[config.mk]
export PLATFORM = sky130hd
export DESIGN_NAME = fpu_operand_sequencer
export DESIGN_NICKNAME = d
export VERILOG_FILES = /design/src/rtl/fpu_operand_sequencer.sv
export SDC_FILE = /design/constraint.sdc
export NUM_CORES = 1
export LEC_CHECK = 0
export BUFFER_PORTS_ARGS = -buffer_cell sky130_fd_sc_hd__buf_4
export CORE_UTILIZATION = 55
export CTS_CLUSTER_DIAMETER = 100
export DETAILED_ROUTE_END_ITERATION = 6
export PLACE_DENSITY = 0.78
export SYNTH_ARGS = -nofsm -noshare
export SYNTH_HDL_FRONTEND = slang
export SYNTH_SLANG_ARGS = --single-unit
[constraint.sdc]
create_clock -name clock_100Khz -period 4 [get_ports clock_100Khz]
set_input_delay 0.6 -clock clock_100Khz [delete_from_list [all_inputs] [get_ports clock_100Khz]]
set_output_delay 0.6 -clock clock_100Khz [all_outputs]
set_load 0.05 [all_outputs]
[src/rtl/fpu_operand_sequencer.sv]
// Queues IEEE-754 operand pairs, drives them to an external FPU, holds them for
// HOLD_CYCLES, then captures the FPU result. Optional result counter: FPU_SEQ_RESCNT_EN.
module fpu_operand_sequencer #(
    parameter int unsigned DEPTH       = 4,
    parameter int unsigned HOLD_CYCLES = 4,
    parameter int unsigned STATUS_W    = 4
) (
    input  logic                clock_100Khz,
    input  logic                reset,
    input  logic                in_valid,
    output logic                in_ready,
    input  logic [31:0]         in_op_a,
    input  logic [31:0]         in_op_b,
    output logic [31:0]         fpu_op_a,
    output logic [31:0]         fpu_op_b,
    input  logic [31:0]         fpu_data,
    input  logic [STATUS_W-1:0] fpu_status,
    output logic                res_valid,
    input  logic                res_ready,
    output logic [31:0]         res_data,
    output logic [STATUS_W-1:0] res_status,
    output logic                busy
`ifdef FPU_SEQ_RESCNT_EN
    ,
    output logic [15:0]         res_count
`endif
);

    localparam int unsigned AW = (DEPTH > 1) ? $clog2(DEPTH) : 1;
    localparam int unsigned CW = AW + 1;
    localparam int unsigned HW = (HOLD_CYCLES > 1) ? $clog2(HOLD_CYCLES) : 1;

    typedef enum logic [1:0] {
        ST_IDLE   = 2'd0,
        ST_WAIT   = 2'd1,
        ST_OUTPUT = 2'd2
    } state_t;

    state_t              state_q, state_d;
    logic [AW-1:0]       wr_ptr_q, wr_ptr_d;
    logic [AW-1:0]       rd_ptr_q, rd_ptr_d;
    logic [CW-1:0]       count_q, count_d;
    logic [HW-1:0]       hold_q, hold_d;
    logic [31:0]         op_a_q, op_a_d;
    logic [31:0]         op_b_q, op_b_d;
    logic                res_valid_q, res_valid_d;
    logic [31:0]         res_data_q, res_data_d;
    logic [STATUS_W-1:0] res_status_q, res_status_d;
    logic [63:0]         mem_q [DEPTH];
    logic [63:0]         head;
    logic                push;
    logic                pop;
`ifdef FPU_SEQ_RESCNT_EN
    logic [15:0]         res_cnt_q, res_cnt_d;
`endif

    assign in_ready = (count_q != CW'(DEPTH));
    assign push     = in_valid && in_ready;
    assign pop      = (state_q == ST_IDLE) && (count_q != '0);
    assign head     = mem_q[rd_ptr_q];

    // Payload storage needs no reset: pointers and count define what is valid.
    always_ff @(posedge clock_100Khz) begin
        if (push) begin
            mem_q[wr_ptr_q] <= {in_op_a, in_op_b};
        end
    end

    always_comb begin
        state_d      = state_q;
        wr_ptr_d     = wr_ptr_q;
        rd_ptr_d     = rd_ptr_q;
        count_d      = count_q;
        hold_d       = hold_q;
        op_a_d       = op_a_q;
        op_b_d       = op_b_q;
        res_valid_d  = res_valid_q;
        res_data_d   = res_data_q;
        res_status_d = res_status_q;
`ifdef FPU_SEQ_RESCNT_EN
        res_cnt_d    = res_cnt_q;
`endif

        if (push) begin
            wr_ptr_d = wr_ptr_q + AW'(1);
        end
        if (pop) begin
            rd_ptr_d = rd_ptr_q + AW'(1);
        end
        if (push && !pop) begin
            count_d = count_q + CW'(1);
        end else if (!push && pop) begin
            count_d = count_q - CW'(1);
        end

        case (state_q)
            ST_IDLE: begin
                if (pop) begin
                    op_a_d  = head[63:32];
                    op_b_d  = head[31:0];
                    hold_d  = HW'(HOLD_CYCLES - 1);
                    state_d = ST_WAIT;
                end
            end
            ST_WAIT: begin
                if (hold_q == '0) begin
                    res_data_d   = fpu_data;
                    res_status_d = fpu_status;
                    res_valid_d  = 1'b1;
                    state_d      = ST_OUTPUT;
                end else begin
                    hold_d = hold_q - HW'(1);
                end
            end
            ST_OUTPUT: begin
                if (res_ready) begin
                    res_valid_d = 1'b0;
                    state_d     = ST_IDLE;
                end
            end
            default: begin
                state_d = ST_IDLE;
            end
        endcase

`ifdef FPU_SEQ_RESCNT_EN
        if (res_valid_q && res_ready && (res_cnt_q != 16'hFFFF)) begin
            res_cnt_d = res_cnt_q + 16'd1;
        end
`endif
    end

    always_ff @(posedge clock_100Khz or posedge reset) begin
        if (reset) begin
            state_q      <= ST_IDLE;
            wr_ptr_q     <= '0;
            rd_ptr_q     <= '0;
            count_q      <= '0;
            hold_q       <= '0;
            op_a_q       <= '0;
            op_b_q       <= '0;
            res_valid_q  <= 1'b0;
            res_data_q   <= '0;
            res_status_q <= '0;
`ifdef FPU_SEQ_RESCNT_EN
            res_cnt_q    <= '0;
`endif
        end else begin
            state_q      <= state_d;
            wr_ptr_q     <= wr_ptr_d;
            rd_ptr_q     <= rd_ptr_d;
            count_q      <= count_d;
            hold_q       <= hold_d;
            op_a_q       <= op_a_d;
            op_b_q       <= op_b_d;
            res_valid_q  <= res_valid_d;
            res_data_q   <= res_data_d;
            res_status_q <= res_status_d;
`ifdef FPU_SEQ_RESCNT_EN
            res_cnt_q    <= res_cnt_d;
`endif
        end
    end

    assign fpu_op_a   = op_a_q;
    assign fpu_op_b   = op_b_q;
    assign res_valid  = res_valid_q;
    assign res_data   = res_data_q;
    assign res_status = res_status_q;
    assign busy       = (state_q != ST_IDLE) || (count_q != '0);
`ifdef FPU_SEQ_RESCNT_EN
    assign res_count  = res_cnt_q;
`endif

endmodule
### Word-level counts from Yosys, hierarchy flattened

Memories as Yosys holds them, arrays and structs flattened. A register that Yosys moved wholly into a read port is not among the register bits.
Cells that the tools add are included.

| word-level totals | value |
|---|---|
| input bits | 104 |
| memory bits (writable) | 256 |
| word-level logic and storage cells | 54 |
| output and inout bits | 103 |
| register bits | 48 |
| memories kept | 1 |

| operators by class | value |
|---|---|
| reduce and logical (&&, ||, !) cells | 19 |
| add/sub/neg operators | 5 |
| equality and inequality tests | 7 |
| mux-type cells | 14 |

Memory list:

| memory | depth | bits a word | rd ports | clocked after Yosys merged registers in | wr ports | RTL line | source |
|---|---|---|---|---|---|---|---|
| mem_q | 4 | 64 | 1 | 1 | 1 | 49 | `logic [63:0] mem_q [DEPTH];` |

Operators by type and width:

| operator | number |
|---|---|
| $mux W2 | 5 |
| $reduce_and A3 Y1 | 3 |
| $ne A2 B2 Y1 const B | 4 |
| $reduce_bool A2 Y1 | 4 |
| $mux W3 | 2 |
| $pmux W2 S3 | 1 |
| $add A2 B1 Y2 const B | 2 |
| $logic_and A1 B1 Y1 | 4 |
| $logic_not A2 Y1 | 2 |
| $mux W1 | 4 |
| $pmux W2 S2 | 1 |
| $reduce_and A2 Y1 | 2 |
| $add A3 B1 Y3 const B | 1 |
| $ne A3 B3 Y1 const B | 1 |
| $reduce_bool A3 Y1 | 1 |
| $sub A3 B1 Y3 const B | 1 |
| $eq A2 B1 Y1 const B | 1 |
| $eq A2 B2 Y1 const B | 1 |
| $logic_not A1 Y1 | 2 |
| $pmux W1 S2 | 1 |
| $sub A2 B1 Y2 const B | 1 |
| $logic_or A1 B1 Y1 | 1 |

### Depth between registers and ports, before layout

Gate-level depths: netlist of the first run.

| depth | value |
|---|---|
| word-level depth | 6 |
| gate-level depth with buffers | 10 |
| depth with buffers taken out | 8 |

### Least setup slack after synthesis of the first run

Ideal clock, no wire load.

| timing path | value |
|---|---|
| path type | input port to flip-flop |
| from | input in_valid |
| to | memory mem_q[0][0], enable pin |
| required time | 3.571 ns |
| arrival time | 2.528 ns |
| slack | 1.044 ns |
| cell stages on the path | 2 |
| cell sequence | a21boi_1 -> and2_1 |

| on the way | value |
|---|---|
| word-level cells in the longest chain between the ends | 3 |

RTL lines:

| element | RTL line | source |
|---|---|---|
| start, declared | 10 | `input logic in_valid,` |
| $logic_and A1 B1 Y1 | 58 | `assign push = in_valid && in_ready;` |
| $mux W1 | 64 | `if (push) begin` |
| $mux W1 (not written as such) | 65 | `mem_q[wr_ptr_q] <= {in_op_a, in_op_b};` |
| end, declared | 49 |  |

Every way passes these cells.

### Worst setup path after layout of the first run

| timing path | value |
|---|---|
| from | register count_q[1] |
| to | output busy |

| on the way | value |
|---|---|
| word-level cells in the longest chain between the ends | 2 |

RTL lines:

| element | RTL line | source |
|---|---|---|
| start, declared | 42 | `logic [CW-1:0] count_q, count_d;` |
| start signal, assigned | 152 | `count_q <= count_d;` |
| $reduce_bool A3 Y1 | 170 | `assign busy = (state_q != ST_IDLE) \|\| (count_q != '0);` |
| $logic_or A1 B1 Y1 | 170 |  |
| end, declared | 22 | `output logic busy` |

Every way passes these cells.

==> results of run 1 <==
[power groups by stage]
stage                     Sequential [mW]  Clock [mW]  Combinational (mW)
after floorplan                      7.57           0                2.53
after global placement               6.04           0                5.48
after detailed placement             6.13           0                5.62
after CTS                            6.07        3.39                5.64
after global routing                 6.17        3.55                5.82
final                                6.04        3.32                5.56
[cell families after synthesis]
logic type | count (synthesis) | synth area share
AND/OR/NAND/NOR | 18 | 0.00674
XOR/XNOR | 6 | 0.00387
adder cells (fa/ha/maj) | 7 | 0.00701
multiplexers | 166 | 0.191
AO/OA/AOI/OAI | 7 | 0.00351
flip-flops | 368 | 0.774
buffers and inverters | 31 | 0.0144
[worst reg2reg max path: stages, from the launching register on]
cell and delay [ns]:
dfrtp_1 0.42, or3_1 0.47, nand2_4 0.26, buf_4 0.65
mux2_2 0.45
[worst paths after layout]
| check | cells past startpoint | startpoint | endpoint |
|---|---|---|---|
| worst max-delay path | 3 | count_q[1] | busy |
| worst min-delay path | 2 | reset | state_q[1] |
| worst max register to register | 4 | count_q[1] | fpu_op_b[18] |
| worst min register to register | 1 | fpu_op_b[8] | fpu_op_b[8] |
| max in group asynchronous | 3 | reset | res_data[11] |
| min in group clock_100Khz | 2 | res_ready | state_q[1] |
[final cells by class]
type,count,area (um^2),share of cell area
flip-flops and latches,368,10500,0.632
multi-input cells,204,2890,0.174
repair buffers,212,1590,0.0958
clock buffers,47,1020,0.0612
well taps,324,405,0.0244
clock inverters,21,180,0.0108
inverters,7,28.8,0.00173
[per-stage QoR]
step	util	std cells	setup WS (ns)	hold WS [ns]
floorplan	-	603	0.441	0.475
global placement	0.636	1115	1.57	0.490
detailed placement	0.636	1115	1.49	0.495
CTS	0.685	1183	1.57	0.166
global route	0.685	1183	1.45	0.199
finish	0.685	1183	1.62	0.170
[layout by cell type (no fill, tap or decap), types with 2 or more instances in the layout]
master      Yosys  routed
clkbuf_16       0      39
mux2_2        102     102
inv_1           7       6
xnor2_1         4       4
dfrtp_4         0       2
clkinv_2        0       7
ha_1            6       6
nor2_1          5       5
nand3_1         2       2
nand2_1         3       3
edfxtp_1      256     256
clkinvlp_4      0       6
bufinv_16       0       2
a21oi_1         2       2
mux4_2         64      64
dfrtp_1       112     110
buf_4           0     212
clkinv_1        0       4
xor2_1          2       2
clkbuf_1        6       7
and2_4          0       4
[cell usage after synthesis]
cell type,n
a21oi_1,2
xnor2_1,4
mux2_2,102
buf_2,9
mux4_2,64
fa_1,1
nand3_1,2
nand2_2,1
nand2_1,3
nor3b_1,1
a22oi_1,1
or3_1,1
edfxtp_1,256
ha_1,6
dfrtp_1,112
o31ai_1,1
xor2_1,2
nor2_1,5
nand2b_1,1
clkbuf_1,6
o21a_1,1
and2_1,4
inv_1,7
a21boi_1,1
a21o_1,1
buf_6,9
[per-layer routing]
layer | vias to the layer above | wire length, um | global-route usage
met3 | 46 | 1380 | 0.0380
met5 | - | 0 | 0
met1 | 3338 | 9920 | 0.266
met2 | 211 | 12900 | 0.345
li1 | 2854 | - | -
met4 | 0 | 637 | 0.0673
[state kept, by name, indices dropped and copies added, names as in the netlist, 3 cells and up]
| signal | cells |
|---|---|
| res_status | 4 |
| count_q | 3 |
| mem_q | 256 |
| res_data | 32 |
| fpu_op_b | 32 |
| fpu_op_a | 32 |
==> metrics.yaml, run 1 <==
first_iter_violations: 321
clock.fmax_mhz: 420
hold_viol: 0
worst_pin_slew_ns: 1.01
cts-htree-levels: 2
hold_class: "in -> async"
p_seq_frac: 0.405
clk_pin_slew_ns: 0.06
status: "completed"
total_power_mw: 14.9
yosysTopAreaCellShare: 0.567
rows: 57
syn_area_mm2: 0.0136
ys_warn_count: 0
dieArea_mm2: 0.0253
core_area_mm2: 0.0242
cts_tree: "done"
final-setup-viol-count: 0
dp_hpwl_mm: 15.2
skew_ns: 0.0185
critical_path.max_stage_delay_ns: 0.47
io_buffer_count: 206
clkLatencyLatePin_ns: 0.51
fin_crit_sh: 0.595
post_cts_buffers: 0
placed_area_mm2: 0.0154
ys_types: 26
grt_max_degree: 66
p_int_mw: 9.52
netlist_instances: 603
viasPerCell: 5.45
io_pins: 207
slew_headroom: 0.327
die-width_um: 159
avgRoutedWirePerCell_um: 21.0
dieHeight_um: 159
power.leakage_nw: 6.24
pwr_density_cell_mw_per_mm2: 898
n_antenna_cell: 0
combPwrFrac: 0.373
cp-end-kind: "primary output"
cp_top_family: "simple AND/OR/NAND/NOR gates"
dr.pass1.iters: 5
finalCriticalPeriod_ns: 2.38
cp-start-kind: "flip-flop"
worst-path-buf-inv: 1
cts_sinks: 368
synth_top_area_cell: "edfxtp_1"
yosys-top-cells-area: "edfxtp_1, dfrtp_1, mux4_2"
path_cells: "or3_1 > nand2b_1 > buf_4"
drc: 0
switching_share: 0.362
synth.avg_cell_area_um2: 22.5
switching_power_mw: 5.39
drive_gt1_frac: 0.516
drt_wl_total_mm: 24.9
r2r_slack_ns: 1.63
clkPwrFrac: 0.223
ys_seq_area_frac: 0.774
tns_ns: 0
gr-usage-all-layers: 0.203
stdcell_area_mm2: 0.0166
critPathKind: "reg -> out"
grt_pass1_wl_mm: 39.0
syn_to_final_growth_pct: 22.5
layout.nets: 941
cts.path.max_buffers: 3
start_util: 0.559
antenna_left: 0
ir_drop_mv: 0.541
grt_pass1_vias: 7000
final.fill_count: 1515
cts-buffers-inserted: 37
rsz0062_at_grt: "false"
syn_nets: 714
arrival_ns: 1.78
cts-resized-gates: 0
antenna_found_initial: 0
crit_path_max_fanout: 4
grt_overflow: 0
cts_hold_buffers: 0
cts_root_buf: "clkbuf_16"
cp.required_ns: 3.40
crit_path_top_delay_cell: "or3_1"
maxCapViolCount: 0
gp_congestion: 0.776
drv_slew: 0
synth_seq_cells: 368
via_count: 6449
(Power assumes the default switching activity.)
==> run 2, diff against run 1 <==
- ABC_AREA: not set -> 1
- PLACE_DENSITY: 0.78 -> 0.77
- clock period: 4 -> 2.3 ns (I/O delays scaled with it)
==> run 2 against run 1 <==
Net effect: clock skew is 0.00085 ns lower; combinational power is 120% higher; first-iteration DRC count is 130% higher; sequential share of layout area is 6.5 points lower; utilization hardly changed; critical path type is now reg -> reg; largest cell class unchanged; largest power group is now combinational cells.
==> metrics.yaml, run 2 <==
cts_root_buf: "clkbuf_16"
power.leakage_nw: 9.08
synth_seq_cells: 368
clkPwrFrac: 0.218
p_int_mw: 16.2
seqCellArea_mm2: 0.0105
skew_ns: 0.0177
dieHeight_um: 168
crit_path_top_delay_cell: "dfrtp_1"
grt_overflow: 0
final.fill_count: 1943
ir_drop_mv: 0.803
status: "completed"
fin_cells: 2084
layout.nets: 1827
fin_crit_sh: 0.864
clk_pin_slew_ns: 0.06
finalCriticalPeriod_ns: 1.99
ys_seq_area_frac: 0.690
cts-htree-levels: 2
multiInputGateArea_mm2: 0.00336
cts_tree: "done"
avgRoutedWirePerCell_um: 15.6
top_register: "mem_q"
clkLatencyLatePin_ns: 0.52
dr.pass1.iters: 5
critical_path.max_stage_delay_ns: 0.42
worst-path-buf-inv: 2
switching_power_mw: 11.7
netlist_instances: 1508
core_area_mm2: 0.0270
cts-resized-gates: 0
path_cells: "nor2_1 > nand2_1 > nand2_4 > ha_1 > inv_1 > fa_1 > inv_1 > nand2_1 > nand3_1 > xor2_1"
syn_to_final_growth_pct: 21.8
gr-usage-all-layers: 0.234
largest_reg_flops: 256
maxCapViolCount: 0
grt_pass1_wl_mm: 51.7
slew_headroom: 0.411
worst_pin_slew_ns: 0.883
cts.path.max_buffers: 3
yosys-top-cells-area: "edfxtp_1, dfrtp_1, nand2_1"
final_common_cell: "nand2_1"
hold_viol: 0
async_flop_share: 0.304
drc: 0
start_util: 0.562
yosys-top-cells-count: "nand2_1, inv_1, edfxtp_1, nand3_1, dfrtp_1"
p_seq_frac: 0.354
synth-main-ff-cell: "edfxtp_1"
ys_types: 19
cp.required_ns: 2.73
yosysTopAreaCellShare: 0.506
gp_congestion: 0.728
grt_pass1_vias: 10200
final-setup-viol-count: 0
placed_cells: 2015
via_count: 10500
synth.avg_cell_area_um2: 10.1
pwr_density_cell_mw_per_mm2: 1510
hold_class: "in -> reg"
drv_slew: 0
combPwrFrac: 0.428
n_antenna_cell: 0
cts-buffers-inserted: 37
post_cts_buffers: 0
cts_sinks: 368
switching_share: 0.420
grt_max_degree: 130
dp_hpwl_mm: 19.5
viasPerCell: 5.02
antenna_found_initial: 1
clock.fmax_mhz: 503
first_iter_violations: 731
die-width_um: 168
final_util: 0.685
cp-start-kind: "flip-flop"
dieArea_mm2: 0.0283
io_buffer_count: 206
crit_path_max_fanout: 21
yosysMostFrequentCell: "nand2_1"
rows: 60
arrival_ns: 2.42
synth-edff-count: 256
cp-end-kind: "flip-flop"
drt_wl_total_mm: 32.5
antenna_left: 0
io_pins: 207
syn_nets: 1619
rsz0062_at_grt: "false"
synth_top_area_cell: "edfxtp_1"
syn_area_mm2: 0.0152
ys_warn_count: 0
cp_top_family: "simple AND/OR/NAND/NOR gates"
final_cell_mix: "nand2_1, inv_1, edfxtp_1"
critPathKind: "reg -> reg"
drive_gt1_frac: 0.176
[run 2: area by class of cell]
| type | instances | area share |
|---|---|---|
| inverter | 275 | 0.0561 |
| tap | 341 | 0.0231 |
| timing repair buffer | 235 | 0.105 |
| multi-input combinational | 799 | 0.181 |
| clock inverter | 17 | 0.0106 |
| clock buffer | 49 | 0.0569 |
| sequential | 368 | 0.567 |
[run 2: worst paths after layout]
check / end / from / cells past startpoint / slack [ns]
setup / recovery: count_q[2] / count_q[0] / 10 / 0.31
hold / removal: mem_q[1][12] / in_op_b[12] / 1 / 0.02
setup reg to reg: count_q[2] / count_q[0] / 10 / 0.31
hold reg to reg: res_data[4] / res_data[4] / 2 / 0.47
max in group asynchronous: fpu_op_a[3] / reset / 4 / 1.17
min in group asynchronous: fpu_op_b[5] / reset / 3 / 0.39
[run 2: worst register-to-register path: cells and delay by family (launching register included)]
| kind | cells | cell delay [ns] |
|---|---|---|
| xor gates and xnor gates | 1 | 0.15 |
| buffers and inverters | 2 | 0.12 |
| adders and majority gates | 2 | 0.60 |
| and+or+nand+nor | 5 | 0.61 |
| DFF | 1 | 0.42 |
[run 2: timing repair]
action                                  CTS  global route
hold buffers                              3             0
endpoints found under the hold margin    20             0
endpoints found under the setup margin    0             0
[run 2: layer usage]
| layer | part of all wire | up-vias | track usage |
|---|---|---|---|
| met4 | 0.026 | 2 | 0.0842 |
| li1 | - | 5091 | - |
| met1 | 0.40 | 4957 | 0.288 |
| met3 | 0.066 | 57 | 0.0458 |
| met2 | 0.51 | 347 | 0.412 |
| met5 | 0.00040 | - | 0 |
[run 2: cells by family after synthesis]
logic type,count (synthesis),share of synthesized area
flops,368,0.690
simple gates,785,0.208
buf+inv,341,0.0916
fa+ha+maj,7,0.00626
xor+xnor,5,0.00288
compound gates,2,0.000658
[run 2: power by group through the flow]
stage	sequential (mW)	combinational (mW)	clock, mW
4_1_cts	9.92	12.1	6.19
6_report	9.92	12.0	6.10
3_3_place_gp	9.96	11.7	0
2_1_floorplan	12.9	5.43	0
5_1_grt	10.1	13.1	6.44
3_5_place_dp	10.0	12.0	0
[run 2: per-stage QoR]
step	total power, mW	setup slack [ns]	hold WS, ns	area, um^2	TNS [ns]
3_3_place_gp	21.7	0.365	0.383	17200	0
5_1_grt	29.6	0.145	0.00475	18500	0
6_report	28.0	0.312	0.0188	18500	0
2_1_floorplan	18.4	-0.616	0.444	15200	-118.27
4_1_cts	28.2	0.305	0.000377	18500	0
3_5_place_dp	22.0	0.319	0.389	17200	0
